[config.mk]
export PLATFORM = sky130hd
export DESIGN_NAME = seq_detector_param
export DESIGN_NICKNAME = d
export VERILOG_FILES = /design/src/rtl/seq_det_pkg.sv /design/src/rtl/seq_det_match_cnt.sv /design/src/rtl/seq_detector_param.sv
export SDC_FILE = /design/constraint.sdc
export NUM_CORES = 1
export LEC_CHECK = 0
export ABC_CLOCK_PERIOD_IN_PS = 2200
export BUFFER_PORTS_ARGS = -buffer_cell sky130_fd_sc_hd__buf_2
export CAP_MARGIN = 10
export CORE_UTILIZATION = 40
export DETAILED_ROUTE_END_ITERATION = 6
export PLACE_DENSITY_LB_ADDON = 0.25
export SYNTH_ARGS = -nofsm -noshare
export SYNTH_HDL_FRONTEND = slang
export SYNTH_SLANG_ARGS = --single-unit
[constraint.sdc]
create_clock -name clk -period 2.2 [get_ports clk]
set_clock_uncertainty 0.05 [all_clocks]
set_input_delay 0.11 -clock clk [delete_from_list [all_inputs] [get_ports clk]]
set_output_delay 0.11 -clock clk [all_outputs]
set_load 0.1 [all_outputs]
[src/rtl/seq_det_pkg.sv]
// Shared constants and helpers for the programmable serial pattern detector.
package seq_det_pkg;

  localparam logic OVL_ON  = 1'b1;
  localparam logic OVL_OFF = 1'b0;

  function automatic int len_w(input int pattern_w);
    return $clog2(pattern_w + 1);
  endfunction

  // Holds at max_val instead of wrapping.
  function automatic logic [31:0] sat_inc(input logic [31:0] val, input logic [31:0] max_val);
    return (val >= max_val) ? val : val + 32'd1;
  endfunction

endpackage

[src/rtl/seq_det_match_cnt.sv]
// Saturating match counter; only instantiated when SEQDET_MATCH_CNT_EN is defined.
module seq_det_match_cnt
  import seq_det_pkg::*;
#(
  parameter int CNT_W = 8
) (
  input  logic             clk,
  input  logic             resetn,
  input  logic             clr,
  input  logic             inc,
  output logic [CNT_W-1:0] cnt
);

  localparam logic [31:0] CNT_MAX = 32'({CNT_W{1'b1}});

  logic [CNT_W-1:0] cnt_q;
  logic [CNT_W-1:0] cnt_d;

  always_comb begin
    cnt_d = cnt_q;
    if (clr) begin
      cnt_d = '0;
    end else if (inc) begin
      cnt_d = CNT_W'(sat_inc(32'(cnt_q), CNT_MAX));
    end
  end

  always_ff @(posedge clk or negedge resetn) begin
    if (!resetn) begin
      cnt_q <= '0;
    end else begin
      cnt_q <= cnt_d;
    end
  end

  assign cnt = cnt_q;

endmodule

[src/rtl/seq_detector_param.sv]
// Runtime-programmable serial pattern detector with Mealy match strobe z.
// Define SEQDET_MATCH_CNT_EN to build the saturating match counter; otherwise match_cnt is 0.
module seq_detector_param
  import seq_det_pkg::*;
#(
  parameter int                   PATTERN_W   = 8,
  parameter logic [PATTERN_W-1:0] DEFAULT_PAT = 8'h0A,
  parameter int                   DEFAULT_LEN = 4,
  parameter int                   DEFAULT_OVL = 1,
  parameter int                   CNT_W       = 8
) (
  input  logic                          clk,
  input  logic                          resetn,
  input  logic                          w,
  input  logic                          w_valid,
  input  logic                          cfg_load,
  input  logic [PATTERN_W-1:0]          cfg_pattern,
  input  logic [len_w(PATTERN_W)-1:0]   cfg_len,
  input  logic                          cfg_overlap,
  output logic                          z,
  output logic                          z_r,
  output logic [CNT_W-1:0]              match_cnt
);

  localparam int LEN_W = len_w(PATTERN_W);
  localparam logic [LEN_W-1:0] LEN_MAX = LEN_W'(PATTERN_W);

  logic [PATTERN_W-1:0] hist_q, hist_d;
  logic [LEN_W-1:0]     fill_q, fill_d;
  logic [PATTERN_W-1:0] pattern_q, pattern_d;
  logic [LEN_W-1:0]     len_q, len_d;
  logic                 ovl_q, ovl_d;
  logic                 z_r_q;

  logic [LEN_W-1:0]     cfg_len_c;
  logic [LEN_W-1:0]     fill_inc;
  logic [PATTERN_W:0]   window;
  logic [PATTERN_W:0]   win_mask;
  logic                 match;

  always_comb begin
    cfg_len_c = cfg_len;
    if (cfg_len == '0) begin
      cfg_len_c = LEN_W'(1);
    end else if (cfg_len > LEN_MAX) begin
      cfg_len_c = LEN_MAX;
    end
  end

  // Window includes the incoming bit; the top bit is never part of a match.
  always_comb begin
    window = {hist_q, w};
    for (int i = 0; i <= PATTERN_W; i++) begin
      win_mask[i] = (i < int'(len_q));
    end
    match = w_valid & ~cfg_load & (fill_q >= (len_q - LEN_W'(1))) &
            (((window ^ {1'b0, pattern_q}) & win_mask) == '0);
    fill_inc = (fill_q < len_q) ? fill_q + LEN_W'(1) : len_q;
  end

  always_comb begin
    hist_d    = hist_q;
    fill_d    = fill_q;
    pattern_d = pattern_q;
    len_d     = len_q;
    ovl_d     = ovl_q;
    if (cfg_load) begin
      hist_d    = '0;
      fill_d    = '0;
      pattern_d = cfg_pattern;
      len_d     = cfg_len_c;
      ovl_d     = cfg_overlap;
    end else if (w_valid) begin
      hist_d = window[PATTERN_W-1:0];
      fill_d = (match && (ovl_q == OVL_OFF)) ? '0 : fill_inc;
    end
  end

  always_ff @(posedge clk or negedge resetn) begin
    if (!resetn) begin
      hist_q    <= '0;
      fill_q    <= '0;
      pattern_q <= DEFAULT_PAT;
      len_q     <= LEN_W'(DEFAULT_LEN);
      ovl_q     <= (DEFAULT_OVL != 0);
      z_r_q     <= 1'b0;
    end else begin
      hist_q    <= hist_d;
      fill_q    <= fill_d;
      pattern_q <= pattern_d;
      len_q     <= len_d;
      ovl_q     <= ovl_d;
      z_r_q     <= z;
    end
  end

  assign z   = match & resetn;
  assign z_r = z_r_q;

`ifdef SEQDET_MATCH_CNT_EN
  seq_det_match_cnt #(
    .CNT_W (CNT_W)
  ) u_match_cnt (
    .clk    (clk),
    .resetn (resetn),
    .clr    (cfg_load),
    .inc    (match),
    .cnt    (match_cnt)
  );
`else
  assign match_cnt = '0;
`endif

endmodule

==> results of run 1 <==
==> state kept, by name, indices dropped and copies added (netlist names) <==
| signal | count |
|---|---|
| ovl_q | 1 |
| z_r | 1 |
| len_q | 4 |
| hist_q | 8 |
| pattern_q | 8 |
| fill_q | 4 |
==> repair_timing <==
item,4_1_cts,5_1_grt
pin swaps,4,2
endpoints found under the hold margin,23,0
hold buffers,2,0
setup endpoints to repair,6,5
buffers inserted,6,1
cloned,0,0
resized for setup,10,3
==> where the power goes <==
part | switching (uW) | internal (uW)
clock | 145 | 243
combinational | 217 | 165
sequential | 37.2 | 516
==> worst max path at each step <==
stage,end,slack (ns)
global route,z,-0.29
global placement,z,-0.08
finish,z,-0.21
CTS,z,-0.22
floorplan,z_r$_DFF_PN0_,-0.52
detailed placement,fill_q[0]$_DFFE_PN0P_,-0.14
==> per-stage QoR <==
step / setup WS, ns / hold WS (ns) / instances / power (uW)
floorplan: -0.520 / -0.236 / 158 / 818
global placement: -0.0826 / 0.112 / 216 / 880
detailed placement: -0.142 / 0.119 / 216 / 891
CTS: -0.217 / 0.00258 / 228 / 1330
global route: -0.294 / 0.00154 / 229 / 1390
finish: -0.206 / 0.00437 / 229 / 1320
==> final cells by class <==
type	count	share of cell area
clock buffers	3	0.0211
repair buffers	33	0.114
inverters	7	0.0134
well taps	48	0.0307
flip-flops and latches	26	0.335
clock inverters	1	0.0153
multi-input cells	111	0.470
==> placed cells by master (no fill, tap or decap), types with 5 or more instances in the layout <==
cell                      count
sky130_fd_sc_hd__buf_4       11
sky130_fd_sc_hd__mux2_2       9
sky130_fd_sc_hd__inv_1        5
sky130_fd_sc_hd__nor2_1      12
sky130_fd_sc_hd__conb_1       8
sky130_fd_sc_hd__mux2i_1     11
sky130_fd_sc_hd__ha_1        10
sky130_fd_sc_hd__buf_2       18
sky130_fd_sc_hd__dfrtp_1     21
sky130_fd_sc_hd__xor2_1       8
sky130_fd_sc_hd__nand2_1      8
==> critical path: cells and delay by family, from the launching register on <==
family          cells  cell delay, ns
compound gates      2            0.25
fa+ha+maj           2            0.42
simple gates        4            0.55
buf+inv             2            0.32
flops               1            0.45
==> Yosys cell counts, types with 2 or more instances <==
cell type	instances	area, um^2
sky130_fd_sc_hd__buf_4	8	60.1
sky130_fd_sc_hd__mux2_2	9	101
sky130_fd_sc_hd__ha_1	12	150
sky130_fd_sc_hd__nor2_1	12	45.0
sky130_fd_sc_hd__nor2b_1	3	18.8
sky130_fd_sc_hd__xnor2_1	2	17.5
sky130_fd_sc_hd__nand2_1	8	30.0
sky130_fd_sc_hd__a21oi_1	3	15.0
sky130_fd_sc_hd__xor2_1	8	70.1
sky130_fd_sc_hd__dfstp_2	4	105
sky130_fd_sc_hd__o21ai_0	3	15.0
sky130_fd_sc_hd__and3_1	3	18.8
sky130_fd_sc_hd__mux2i_1	11	110
sky130_fd_sc_hd__dfrtp_1	22	551
sky130_fd_sc_hd__inv_1	7	26.3
sky130_fd_sc_hd__buf_2	2	10.0
sky130_fd_sc_hd__o31ai_1	4	30.0
sky130_fd_sc_hd__buf_1	3	11.3
sky130_fd_sc_hd__nand2b_1	5	31.3
sky130_fd_sc_hd__o22ai_1	4	25.0
sky130_fd_sc_hd__nand3_1	2	10.0
sky130_fd_sc_hd__nor3_1	3	15.0
sky130_fd_sc_hd__a31oi_1	3	18.8
==> metal layers <==
metal	wire length [um]	vias to the layer above	global-route usage
li1	-	565	-
met1	1440	556	0.222
met2	1560	22	0.279
met3	118	4	0.0511
met4	23	0	0.0528
met5	0	-	0
==> logic make-up (layout without fill, tap and decap cells) <==
group | Yosys count | in the layout | synth area share
and+or+nand+nor | 39 | 39 | 0.132
DFF | 26 | 26 | 0.415
AOI/OAI and AO/OA | 22 | 22 | 0.0911
buffers and inverters | 21 | 44 | 0.0753
muxes | 20 | 20 | 0.134
adders and majority gates | 12 | 12 | 0.0951
xor gates and xnor gates | 10 | 10 | 0.0555
other | 1 | 8 | 0.00237
==> reports/qor.yml, run 1 <==
synth_ff_type: "sky130_fd_sc_hd__dfrtp_1"
register_area_um2: 657
num_antenna_cells: 0
grt_antenna_before_repair: 0
syn_avg_cell_area_um2: 10.5
setup-violations-final: 5
cts-root-buf: "sky130_fd_sc_hd__clkbuf_8"
synth-edff-count: 0
ir_worst_vdd_v: 0.000338
cts.clk_slew.worst_paths_ns: 0.09
placement.cell_area_mm2: 0.00175
worst_r2r_endpoint: "fill_q[2]$_DFFE_PN0P_"
total_length_of_routed_wires_um: 3140
design.core.area_mm2: 0.00372
critPathSlowestCell: "sky130_fd_sc_hd__dfrtp_2"
max_cap_violations: 0
final.setup.worst_slack_ns: -0.206
die_w_um: 64.8
drt_pass1_iterations: 4
holdPathEnd: "len_q[2]$_DFFE_PN1P_"
power.static_leakage_uw: 0.000949
cts_tree: "done"
grtUsageTotal: 0.173
cpMostUsedCell: "sky130_fd_sc_hd__ha_4"
clock_tree.htree_level_count: 1
drc: 0
synth.lib_cells_used.distinct: 33
ys_seq_elements: 26
design.portCount: 28
post_route_cells_drive_above_1_share: 0.348
ys_seq_area_frac: 0.415
wl_per_cell_um: 13.7
timing.critical_path.required_ns: 2.04
timing.final.crit_share: 1.09
gr-total-overflow: 0
start_kind: "flip-flop"
maximum_net_fanout_on_the_critical_path: 5
synthCells: 151
cell_by_cell_listing_of_the_critical_path: "inv_2, ha_4, nand2b_4, nor2b_4, ha_4, o21a_1, o22a_1, nand3_2, nor4_4, buf_12"
yosys_warnings: 0
mappedNetlistArea_mm2: 0.00158
area_growth_syn_to_layout_pct: 24.1
critPathKind: "flip-flop to output pin"
clk-insertion-delay-late_ns: 0.27
via_density: 5.01
ys_async_sr_fraction: 1.00
place_hpwl_um: 2430
max_stage_delay_ns: 0.45
numPortBuffers: 19
critPathArrivalTime_ns: 2.25
initialDrtViolationCount: 27
finalNetCount: 212
grt_max_degree: 27
floorplan.rows: 22
cts_buffers: 3
post_layout_minimum_cycle_time_ns: 2.41
finish.instance_area_mm2: 0.00196
worst-r2r-setup-slack_ns: -0.11
cp-end-kind: "output pin"
r2r_cells: 11
rsz_0062_raised_after_global_routing: "yes"
min-delay-start: "cfg_len[2]"
hold_violations: 0
antenna_violating_nets_post_route: 0
min_delay_path_depth: 3
vias: 1147
cts-root-to-sink-buffers: 2
r2r_start: "len_q[0]$_DFFE_PN0P_"
first_global_vias: 1182
failed_checks: "negative setup slack"
die-height_um: 64.8
clkSinkCount: 26
floorplan.initialDensity: 0.425
setup_crit_start: "len_q[0]$_DFFE_PN0P_"
clock.fmax_mhz: 416
tns_ns: -0.637
worstHoldPathType: "primary input to flip-flop"
outcome: "finished with violations"
grt_pass1_wl_um: 5460
power-per-cell-area_mw_per_mm2: 675
finish.utilization: 0.527
gp_congestion: 0.850
timing_max_transition_violations_final: 0
die-area_mm2: 0.00420
multi_input_area_um2: 921
num-fill-cells: 353
Power figures use the tool's default switching activity.
==> run 2: changes to the inputs <==
--- a/config.mk
+++ b/config.mk
@@ -8,7 +8,7 @@
 export ABC_CLOCK_PERIOD_IN_PS = 2200
 export BUFFER_PORTS_ARGS = -buffer_cell sky130_fd_sc_hd__buf_2
 export CAP_MARGIN = 10
-export CORE_UTILIZATION = 40
+export CORE_UTILIZATION = 50
 export DETAILED_ROUTE_END_ITERATION = 6
 export PLACE_DENSITY_LB_ADDON = 0.25
 export SYNTH_ARGS = -nofsm -noshare
==> run 2 against run 1 <==
  * The flow still finishes with violations (negative setup slack)
  * Sequential cell count did not move
  * Core utilization is 17 points higher
  * Critical path depth did not move
  * Critical path type unchanged
==> reports/qor.yml, run 2 (synthesis results as in run 1) <==
r2r_start: "len_q[1]$_DFFE_PN0P_"  # was len_q[0]$_DFFE_PN0P_
layout_commonest_cell: "sky130_fd_sc_hd__dfrtp_1"  # unchanged
biggestRegsByFlops: "hist_q (8), pattern_q (8)"  # unchanged
multi_input_area_um2: 908  # was 921 um^2
worstHoldPathType: "primary input to flip-flop"  # unchanged
design.portCount: 28  # unchanged
die-area_mm2: 0.00339  # was 0.00420 mm^2
cell_by_cell_listing_of_the_critical_path: "inv_2, ha_4, nand2b_4, nor2b_4, ha_4, o21a_1, o22a_1, nand3_2, nor4_4, buf_12"  # unchanged
r2r_cells: 12  # was 11
post_route_cells_drive_above_1_share: 0.333  # was 0.348
timing.critical_path.required_ns: 2.04  # about the same
total_length_of_routed_wires_um: 3530  # was 3140 um
holdPathEnd: "len_q[0]$_DFFE_PN0P_"  # was len_q[2]$_DFFE_PN1P_
cp-end-kind: "output pin"  # unchanged
design.core.area_mm2: 0.00303  # was 0.00372 mm^2
clock_tree.htree_level_count: 1  # unchanged
final_cell_mix: "sky130_fd_sc_hd__dfrtp_1, sky130_fd_sc_hd__buf_2, sky130_fd_sc_hd__buf_4, sky130_fd_sc_hd__dlygate4sd3_1, sky130_fd_sc_hd__nor2_1"  # was sky130_fd_sc_hd__dfrtp_1, sky130_fd_sc_hd__buf_2, sky130_fd_sc_hd__nor2_1, sky130_fd_sc_hd__mux2i_1, sky130_fd_sc_hd__buf_4
grt_max_degree: 27  # unchanged
cts.clk_slew.worst_paths_ns: 0.15  # was 0.09 ns
outcome: "finished with violations"  # unchanged
max_stage_delay_ns: 0.44  # was 0.45 ns
cts-root-to-sink-buffers: 2  # unchanged
cts_buffers: 3  # unchanged
clkSinkCount: 26  # unchanged
clk-insertion-delay-late_ns: 0.34  # was 0.27 ns
floorplan.initialDensity: 0.521  # was 0.425
floorplan.rows: 20  # was 22
place_hpwl_um: 2380  # was 2430 um
power.static_leakage_uw: 0.00103  # was 0.000949 uW
finalNetCount: 232  # was 212
area_growth_syn_to_layout_pct: 33.3  # was 24.1%
grt_antenna_before_repair: 0  # unchanged
max_cap_violations: 0  # unchanged
min_delay_path_depth: 4  # was 3
die-height_um: 58.2  # was 64.8 um
hold_violations: 0  # unchanged
gp_congestion: 0.802  # was 0.850
final.setup.worst_slack_ns: -0.368  # was -0.206 ns
cpMostUsedCell: "sky130_fd_sc_hd__ha_4"  # unchanged
die_w_um: 58.2  # was 64.8 um
timing_max_transition_violations_final: 0  # unchanged
cts_tree: "done"  # unchanged
numPortBuffers: 19  # unchanged
clock.fmax_mhz: 389  # was 416 MHz
timing.final.crit_share: 1.17  # was 1.09
drt_pass1_iterations: 4  # unchanged
cts-root-buf: "sky130_fd_sc_hd__clkbuf_4"  # was sky130_fd_sc_hd__clkbuf_8
post_layout_minimum_cycle_time_ns: 2.57  # was 2.41 ns
drc: 0  # unchanged
grtUsageTotal: 0.226  # was 0.173
min-delay-start: "cfg_len[2]"  # unchanged
worst-r2r-setup-slack_ns: -0.27  # was -0.11 ns
critPathSlowestCell: "sky130_fd_sc_hd__dfrtp_1"  # was sky130_fd_sc_hd__dfrtp_2
critPathArrivalTime_ns: 2.41  # was 2.25 ns
antenna_violating_nets_post_route: 0  # unchanged
failed_checks: "negative setup slack"  # unchanged
num-fill-cells: 230  # was 353
start_kind: "flip-flop"  # unchanged
register_area_um2: 656  # was 657 um^2
critPathKind: "flip-flop to output pin"  # unchanged
setup-violations-final: 5  # unchanged
worst_r2r_endpoint: "fill_q[0]$_DFFE_PN0P_"  # was fill_q[2]$_DFFE_PN0P_
grt_pass1_wl_um: 5670  # was 5460 um
initialDrtViolationCount: 38  # was 27
ir_worst_vdd_v: 0.000401  # was 0.000338 V
rsz_0062_raised_after_global_routing: "yes"  # unchanged
num_antenna_cells: 0  # unchanged
finish.utilization: 0.695  # was 0.527
via_density: 5.20  # was 5.01
tns_ns: -1.42  # was -0.637 ns
first_global_vias: 1263  # was 1182
wl_per_cell_um: 14.4  # was 13.7 um
vias: 1274  # was 1147
maximum_net_fanout_on_the_critical_path: 3  # was 5
gr-total-overflow: 0  # unchanged
power-per-cell-area_mw_per_mm2: 622  # was 675 mW/mm^2
run 2: metrics by stage:
stage | cells | total power, uW | hold slack (ns) | setup WS (ns) | instance area (um^2)
after floorplan | 158 | 818 | -0.236 | -0.520 | 1640
after global placement | 220 | 900 | 0.0952 | 0.00343 | 1810
after detailed placement | 220 | 914 | 0.103 | -0.0164 | 1810
after CTS | 244 | 1290 | 0.0204 | -0.350 | 2060
after global routing | 245 | 1380 | 0.0201 | -0.504 | 2100
final | 245 | 1310 | 0.0262 | -0.368 | 2100
run 2: area by class of cell:
| type | instances | share of cell area |
|---|---|---|
| repair buffers | 53 | 0.193 |
| flip-flops and latches | 26 | 0.312 |
| inverters | 7 | 0.0125 |
| multi-input cells | 111 | 0.432 |
| clock inverters | 1 | 0.0143 |
| well taps | 44 | 0.0262 |
| clock buffers | 3 | 0.0107 |
run 2: worst max-delay path by stage:
stage	start	end	cells after the start
global placement	len_q[0]$_DFFE_PN0P_	fill_q[0]$_DFFE_PN0P_	10
finish	len_q[1]$_DFFE_PN0P_	z	10
detailed placement	len_q[0]$_DFFE_PN0P_	fill_q[0]$_DFFE_PN0P_	10
floorplan	len_q[1]$_DFFE_PN0P_	z_r$_DFF_PN0_	9
CTS	len_q[1]$_DFFE_PN0P_	z	10
global route	len_q[0]$_DFFE_PN0P_	z	10
run 2: metal layers:
metal | GRT usage | share of wire | vias up
li1 | - | - | 606
met1 | 0.287 | 0.43 | 611
met2 | 0.391 | 0.49 | 49
met3 | 0.0268 | 0.049 | 8
met4 | 0.0918 | 0.028 | 0
met5 | 0 | 0 | -
run 2: timing repair:
action / 4_1_cts / 5_1_grt
pin swaps: 5 / 2
hold buffers: 15 / 0
hold endpoints to repair: 37 / 0
cloned: 0 / 0
endpoints found under the setup margin: 5 / 5
setup buffers: 5 / 2
gates resized for setup: 2 / 7
run 2: critical path: cells and delay by family, from the launching register on:
family,cells,cell delay (ns)
buffers and inverters,2,0.32
DFF,1,0.44
AOI/OAI and AO/OA,2,0.26
and+or+nand+nor,4,0.61
adders and majority gates,2,0.43
run 2: power breakdown:
group,internal [uW],switching (uW)
Sequential,516,33.9
Combinational,193,228
Clock,184,155
Total,893,417
